[src/rtl/keypad_pkg_sj.sv]
// Shared types, keymap and helper functions for the 4x4 keypad scanner.
package keypad_pkg_sj;

    typedef enum logic [1:0] {
        SCAN     = 2'd0,
        DEBOUNCE = 2'd1,
        HELD     = 2'd2,
        RELEASE  = 2'd3
    } state_e;

    // Indexed [row][col]; row r is the one driven low, col c the one read low.
    localparam logic [3:0] KEYMAP [0:3][0:3] = '{
        '{4'h1, 4'h2, 4'h3, 4'hA},
        '{4'h4, 4'h5, 4'h6, 4'hB},
        '{4'h7, 4'h8, 4'h9, 4'hC},
        '{4'hE, 4'h0, 4'hF, 4'hD}
    };

    function automatic logic [3:0] next_row(input logic [3:0] r);
        return {r[2:0], r[3]};
    endfunction

    // Index of the lowest-numbered low bit; also decodes the one-cold row vector.
    function automatic logic [1:0] low_col(input logic [3:0] c);
        if (!c[0])      return 2'd0;
        else if (!c[1]) return 2'd1;
        else if (!c[2]) return 2'd2;
        else            return 2'd3;
    endfunction

endpackage

[src/rtl/keypad_scanner_sj_sync.sv]
// Two-flop synchronizer, resets to all-ones (idle level of pulled-up columns).
module sync_2ff_sj #(
    parameter int unsigned WIDTH = 1
) (
    input  logic             clk,
    input  logic             reset,
    input  logic [WIDTH-1:0] d,
    output logic [WIDTH-1:0] q
);

    logic [WIDTH-1:0] meta;

    always_ff @(posedge clk or negedge reset) begin
        if (!reset) begin
            meta <= '1;
            q    <= '1;
        end else begin
            meta <= d;
            q    <= meta;
        end
    end

endmodule

[src/rtl/keypad_scanner_sj.sv]
// 4x4 keypad row scanner with press/release debounce and two-digit key history.
module keypad_scanner_sj
    import keypad_pkg_sj::*;
#(
    parameter int unsigned SCAN_DIV        = 4096,
    parameter int unsigned DEBOUNCE_CYCLES = 200000
) (
    input  logic       clk,
    input  logic       reset,
    input  logic [3:0] cols,
    output logic [3:0] rows,
    output logic       key_valid,
    output logic [3:0] key_code,
    output logic [3:0] s_new,
    output logic [3:0] s_old
);

    localparam int unsigned DW = $clog2(SCAN_DIV);
    localparam int unsigned BW = $clog2(DEBOUNCE_CYCLES);
    localparam logic [DW-1:0] DWELL_LAST = DW'(SCAN_DIV - 1);
    localparam logic [BW-1:0] DB_LAST    = BW'(DEBOUNCE_CYCLES - 1);

    logic [3:0]    cols_s;
    state_e        state_q, state_d;
    logic [DW-1:0] dwell_q, dwell_d;
    logic [BW-1:0] db_q, db_d;
    logic [1:0]    col_q, col_d;
    logic [3:0]    rows_d, code_d, new_d, old_d;
    logic          kv_d;
    logic          col_high;

    sync_2ff_sj #(.WIDTH(4)) u_sync (
        .clk   (clk),
        .reset (reset),
        .d     (cols),
        .q     (cols_s)
    );

    assign col_high = cols_s[col_q];

    // State, counters and all outputs are registered together.
    always_ff @(posedge clk or negedge reset) begin
        if (!reset) begin
            state_q   <= SCAN;
            dwell_q   <= '0;
            db_q      <= '0;
            col_q     <= '0;
            rows      <= 4'b1110;
            key_valid <= 1'b0;
            key_code  <= '0;
            s_new     <= '0;
            s_old     <= '0;
        end else begin
            state_q   <= state_d;
            dwell_q   <= dwell_d;
            db_q      <= db_d;
            col_q     <= col_d;
            rows      <= rows_d;
            key_valid <= kv_d;
            key_code  <= code_d;
            s_new     <= new_d;
            s_old     <= old_d;
        end
    end

    // Next-state and output logic; the latched row is frozen outside SCAN.
    always_comb begin
        state_d = state_q;
        dwell_d = dwell_q;
        db_d    = db_q;
        col_d   = col_q;
        rows_d  = rows;
        kv_d    = 1'b0;
        code_d  = key_code;
        new_d   = s_new;
        old_d   = s_old;
        case (state_q)
            SCAN: begin
                if (dwell_q == DWELL_LAST) begin
                    dwell_d = '0;
                    if (cols_s != 4'hF) begin
                        col_d   = low_col(cols_s);
                        db_d    = '0;
                        state_d = DEBOUNCE;
                    end else begin
                        rows_d = next_row(rows);
                    end
                end else begin
                    dwell_d = dwell_q + DW'(1);
                end
            end
            DEBOUNCE: begin
                if (col_high) begin
                    state_d = SCAN;
                    rows_d  = next_row(rows);
                    dwell_d = '0;
                    db_d    = '0;
                end else if (db_q == DB_LAST) begin
                    state_d = HELD;
                    db_d    = '0;
                    kv_d    = 1'b1;
                    code_d  = KEYMAP[low_col(rows)][col_q];
                    old_d   = s_new;
                    new_d   = KEYMAP[low_col(rows)][col_q];
                end else begin
                    db_d = db_q + BW'(1);
                end
            end
            HELD: begin
                if (col_high) begin
                    state_d = RELEASE;
                    db_d    = '0;
                end
            end
            RELEASE: begin
                if (!col_high) begin
                    db_d = '0;
                end else if (db_q == DB_LAST) begin
                    state_d = SCAN;
                    db_d    = '0;
                    dwell_d = '0;
                    rows_d  = next_row(rows);
                end else begin
                    db_d = db_q + BW'(1);
                end
            end
            default: state_d = SCAN;
        endcase
    end

endmodule
[config.mk]
export PLATFORM = sky130hd
export DESIGN_NAME = keypad_scanner_sj
export DESIGN_NICKNAME = d
export VERILOG_FILES = /design/src/rtl/keypad_pkg_sj.sv /design/src/rtl/keypad_scanner_sj_sync.sv /design/src/rtl/keypad_scanner_sj.sv
export SDC_FILE = /design/constraint.sdc
export NUM_CORES = 1
export LEC_CHECK = 0
export BUFFER_PORTS_ARGS = -buffer_cell sky130_fd_sc_hd__clkbuf_2
export CORE_MARGIN = 1
export CORE_UTILIZATION = 45
export CTS_CLUSTER_DIAMETER = 30
export DETAILED_ROUTE_END_ITERATION = 16
export PLACE_DENSITY = 0.64
export SLEW_MARGIN = 20
export SYNTH_ARGS = -nofsm -noshare
export SYNTH_HDL_FRONTEND = slang
export SYNTH_HIERARCHICAL = 1
export SYNTH_SLANG_ARGS = --single-unit
[constraint.sdc]
create_clock -name clk -period 4.05 [get_ports clk]
set_clock_uncertainty 0.15 [all_clocks]
set_input_delay 0.81 -clock clk [delete_from_list [all_inputs] [get_ports clk]]
set_output_delay 0.81 -clock clk [all_outputs]
set_load 0.02 [all_outputs]
* Word-level counts from Yosys, hierarchy flattened
Index checks and enable logic that the tools add are counted.
** Word-level totals
- Logic and storage cells :: 86
- Bits of input ports :: 6
- Register bits after elaboration :: 55
** Operators by class
- Eq/ne operators :: 14
- $lt $le $gt $ge :: 3
- Bitwise operators :: 3
- Mux-type cells :: 46
- Reduce and logical (&&, ||, !) cells :: 8
- $add $sub $neg :: 2
** Operator list (number)
- $mux W18 :: 6
- $pmux W18 S4 :: 1
- $mux W12 :: 4
- $pmux W12 S3 :: 1
- $bmux W16 S2 :: 1
- $mux W16 :: 2
- $mux W2 :: 14
- $mux W4 :: 7
- $add A18 B1 Y18 const B :: 1
- $eq A18 B18 Y1 const B :: 1
- $ne A2 B2 Y1 const B :: 7
- $add A12 B1 Y12 const B :: 1
- $eq A12 B12 Y1 const B :: 1
- $pmux W4 S3 :: 1
- $reduce_and A6 Y1 :: 2
- $reduce_and A3 Y1 :: 3
- $bmux W4 S2 :: 1
- $pmux W2 S4 :: 1
- $ge A3 B3 Y1 const B :: 2
- $mux W1 :: 6
- $not A2 Y3 :: 2
- $eq A2 B2 Y1 const B :: 2
- $ne A4 B4 Y1 const B :: 1
- $reduce_and A4 Y1 :: 1
- other kinds (7) :: 7

* Logic depth before layout (Yosys ltp)
- Depth after elaboration :: 13
- Depth in mapped cells :: 9

* Modules after synthesis
The synthesis kept the hierarchy.
** Modules (own cells, without submodules)
- keypad_scanner_sj :: cells each 268, area each 2592.5 um^2, times used 1, sequential area each 1179.9 um^2
- sync_2ff_sj :: cells each 8, area each 210.2 um^2, times used 1, sequential area each 210.2 um^2

* Worst setup path before layout
OpenSTA, ideal clock, no wires.
- Path type :: register to register
- From :: register dwell_q[0]
- To :: register db_q[9]
- Slack :: 1.753 ns
- Period minus slack after synthesis :: 2.297 ns
- Data required time :: 3.781 ns
- Library setup time :: 0.119 ns
- Stages on the path, launching flop included :: 9
- Arrival :: 2.028 ns
- Path buffers :: 2
- Cells stage by stage :: dfrtp_1 -> ha_1 -> nand4_2 -> o41a_1 -> or2_1 -> buf_6 -> a31oi_4 -> buf_4 -> nor2_1
** On the way
- Word-level cells in the longest chain between the ends :: 3
** Ends and longest elaborated chain
- start: declaration :: RTL line keypad_scanner_sj.sv:25 : logic [DW-1:0] dwell_q, dwell_d;
- start signal: assignment :: RTL line keypad_scanner_sj.sv:55 : dwell_q <= dwell_d;
- $eq A12 B12 Y1 :: RTL line keypad_scanner_sj.sv:79 : if (dwell_q == DWELL_LAST) begin
- $ne A2 B2 Y1 (no source line)
- $reduce_and A3 Y1 (no source line)
- end signal: assignment :: RTL line keypad_scanner_sj.sv:46 : db_q <= '0;
- end signal: assignment :: RTL line keypad_scanner_sj.sv:56 : db_q <= db_d;
- end: declaration :: RTL line keypad_scanner_sj.sv:26 : logic [BW-1:0] db_q, db_d;
Every way passes these cells.
A chain may end at the register's enable or synchronous reset.

* Worst setup path after layout
- From :: register dwell_q[0]
- To :: register db_q[5]
The elaborated chain is that of the path after synthesis.

==> results.py <==
metrics = {
    "critical_path": {
        "critical_path_class": "reg -> reg",
        "required_ns": 4.08,
        "crit_fanout": 17,
        "regToRegSetupSlack_ns": 1.34,
        "worst-path-stages": 6,
        "path_delay_family": "compound AO/OA/AOI/OAI gates",
        "crit_path_start_kind": "flip-flop",
        "cp_cell_sequence": "ha_1, nand4_2, o41a_1, or2_1, a31oi_4, nor2_1",
        "arrival_ns": 2.73,
        "worstReg2RegEnd": "db_q[5]$_DFFE_PN0P_",
        "crit_path_max_incr_delay_ns": 0.68,
        "r2r_cells": 6,
        "worstReg2RegStart": "dwell_q[0]$_DFFE_PN0P_",
        "crit_end": "db_q[5]$_DFFE_PN0P_",
        "cpMaxStageDelayCell": "o41a_1",
        "setup.worst_path.start": "dwell_q[0]$_DFFE_PN0P_",
        "crit_buf_inv": 0,
        "end_kind": "flip-flop",
    },
    "place": {
        "port_buffers": 22,
        "preCtsSetupSlack_ns": 1.32,
        "hpwl_mm": 3.77,
        "placed_area_mm2": 0.00293,
        "gp_congestion": 0.856,
    },
    "route": {
        "dr.pass1.iters": 4,
        "drt_iter0_markers": 86,
        "wl_met3_um": 111,
        "drcViolationCount": 0,
        "via_per_inst": 5.56,
        "ant_nets": 0,
        "top_layer": "met4",
        "detail_route.wl_per_cell_um": 14.3,
        "route.met2.wl_mm": 2.40,
        "route.vias.total": 2045,
        "routed_wl_mm": 5.26,
        "wl_met1_mm": 2.67,
    },
    "job": {
        "max-cap-violations": 0,
    },
    "finish": {
        "drive_gt1_share_pct": 20.5,
        "final_common_cell": "dfrtp_1",
        "diodes": 0,
        "fin_area_mm2": 0.00302,
        "nets": 300,
        "fillers": 562,
        "syn_to_final_growth_pct": 7.86,
        "utilization_pct": 50.8,
        "final_cell_mix": "44 x dfrtp_1, 32 x nor2_1, 22 x clkbuf_2",
    },
    "clocking": {
        "clk_pin_slew_worst_paths_ns": 0.10,
        "post-cts-setup-buffers": 0,
        "htree_levels": 2,
        "tritoncts": "built",
        "cts_root_buf": "clkbuf_8",
        "postCtsHoldBufs": 0,
        "max-clock-path-buffers": 2,
        "ctsResizeCount": 0,
        "clock_latency_ns": 0.31,
        "cts_sinks": 55,
        "numCtsBuffers": 5,
    },
    "status": {
        "status": "finished, final reports clean",
    },
    "synthesis": {
        "synthSimpleGateAreaFrac_pct": 23.5,
        "synth-async-reset-ratio_pct": 100,
        "synthXorXnorAreaFrac_pct": 5.31,
        "synth_edf_count": 0,
        "synth_top_cell_area_share_pct": 39.3,
        "synth_top_family_by_area": "simple AND/OR/NAND/NOR gates",
        "syn_avg_cell_area_um2": 10.2,
        "synth_cell_types": 53,
        "synth_area_leaders": "dfrtp_1 39%, dfstp_2 10%, xnor2_1 5.3%",
        "synthMuxAreaShare_pct": 5.85,
        "synth_adder_area_share_pct": 0.893,
        "synth_compound_area_share_pct": 11.1,
        "synth_warnings": 6,
        "ys_ff_latch": 55,
        "synth_ff_type": "dfrtp_1",
        "seq_area_frac_synth_pct": 49.6,
        "syn-num-nets": 284,
        "syn-cell-area_mm2": 0.00280,
        "synthCells": 276,
        "synth_top_area_cell": "dfrtp_1",
    },
    "global_route": {
        "grt_max_degree": 38,
        "grt_pass1_vias": 1842,
        "gr-usage-all-layers_pct": 17.8,
        "antenna_found_initial": 0,
        "grt_pass1_wl_mm": 8.81,
        "grt_overflow": 0,
    },
    "die": {
        "core.rowCount": 28,
        "core_mm2": 0.00596,
        "ios": 23,
        "initial_core_util_pct": 47.1,
        "die_area_mm2": 0.00655,
        "die_w_um": 80.9,
        "die_h_um": 80.9,
    },
    "sta": {
        "relSlewSlack_pct": 40.5,
        "timing.final.crit_share_pct": 66.9,
        "hold_slack_ns": 0.211,
        "final.setup.tns_ns": 0,
        "tightest_slew_ns": 0.879,
        "rsz0062_at_grt": "no",
        "slew_violations": 0,
        "setup_violations": 0,
        "finalHoldViolations": 0,
        "min_period_ns": 2.71,
        "fmax_mhz": 369,
        "setup_slack_ns": 1.34,
    },
    "min_path": {
        "hold_class": "reg -> reg",
        "hp-start": "u_sync/meta[2]$_DFF_PN1_",
    },
    "power": {
        "p_sw_share_pct": 22.3,
        "vdd_drop_max_uv": 184,
        "seq_power_share_pct": 63.5,
        "internal-power_mw": 0.684,
        "pwr-share-clk_pct": 34.6,
        "powerDensity_mw_per_mm2": 291,
        "pwr-share-comb_pct": 2.0,
        "p_leak_nw": 1.32,
        "switchingPower_mw": 0.196,
    },
}
==> layer usage <==
| metal | global-route usage, % | vias to the layer above |
|---|---|---|
| met3 | 3.82 | 6 |
| met4 | 6.96 | 0 |
| met5 | 0 | - |
| met2 | 27.0 | 24 |
| met1 | 24.8 | 979 |
| li1 | - | 1036 |
==> per-stage QoR <==
stage / std cells / power [mW]
after floorplan: 276 / 0.573
after global placement: 360 / 0.587
after detailed placement: 360 / 0.588
after CTS: 368 / 0.896
after global routing: 368 / 0.916
final: 368 / 0.880
==> state kept, by name, indices dropped and copies added (netlist names), named ones only <==
signal / count
u_sync/q: 4
s_new: 4
rows: 4
s_old: 4
key_valid: 1
state_q: 1
dwell_q: 12
u_sync/meta: 4
db_q: 18
col_q: 2
==> how the worst min path moves through the flow <==
| stage | end | slack [ns] | cells after the start |
|---|---|---|---|
| after floorplan | u_sync/q[0]$_DFF_PN1_ | 0.20 | 0 |
| after global placement | u_sync/q[1]$_DFF_PN1_ | 0.20 | 0 |
| after detailed placement | u_sync/q[2]$_DFF_PN1_ | 0.20 | 0 |
| after CTS | u_sync/q[2]$_DFF_PN1_ | 0.21 | 0 |
| after global routing | u_sync/q[1]$_DFF_PN1_ | 0.22 | 0 |
| final | u_sync/q[2]$_DFF_PN1_ | 0.21 | 0 |
==> power groups by stage <==
stage	Clock (mW)	Combinational, mW	Sequential, mW
finish	0.304	0.0174	0.559
global route	0.336	0.0209	0.560
CTS	0.319	0.0187	0.559
detailed placement	0	0.0187	0.569
global placement	0	0.0184	0.569
floorplan	0	0.00422	0.569
==> final cells by class <==
type / instances / area (um^2) / share of cell area (%)
repair buffers: 23 / 118 / 3.89
inverters: 6 / 22.5 / 0.745
clock inverters: 3 / 22.5 / 0.745
multi-input cells: 201 / 1310 / 43.3
clock buffers: 5 / 68.8 / 2.28
well taps: 75 / 93.8 / 3.10
flip-flops and latches: 55 / 1390 / 46.0
==> synth_stat cells, types with 5 or more instances <==
cell / count
dfrtp_1: 44
nor2_1: 32
nand2_1: 18
nand3_1: 18
xnor2_1: 17
o21ai_0: 14
nor3_1: 12
dfstp_2: 11
a21oi_1: 9
mux2_2: 9
nand4_1: 8
a31oi_1: 7
inv_1: 6
buf_4: 5
==> cell families (layout without fill, tap and decap cells) <==
| kind of cell | Yosys count | after routing |
|---|---|---|
| AND/OR/NAND/NOR | 121 | 121 |
| buffers and inverters | 20 | 37 |
| multiplexers | 14 | 14 |
| XOR/XNOR | 17 | 17 |
| flip-flops | 55 | 55 |
| adder cells (fa/ha/maj) | 2 | 2 |
| AO/OA/AOI/OAI | 47 | 47 |
Note: power is estimated with default switching activity, not from simulation.
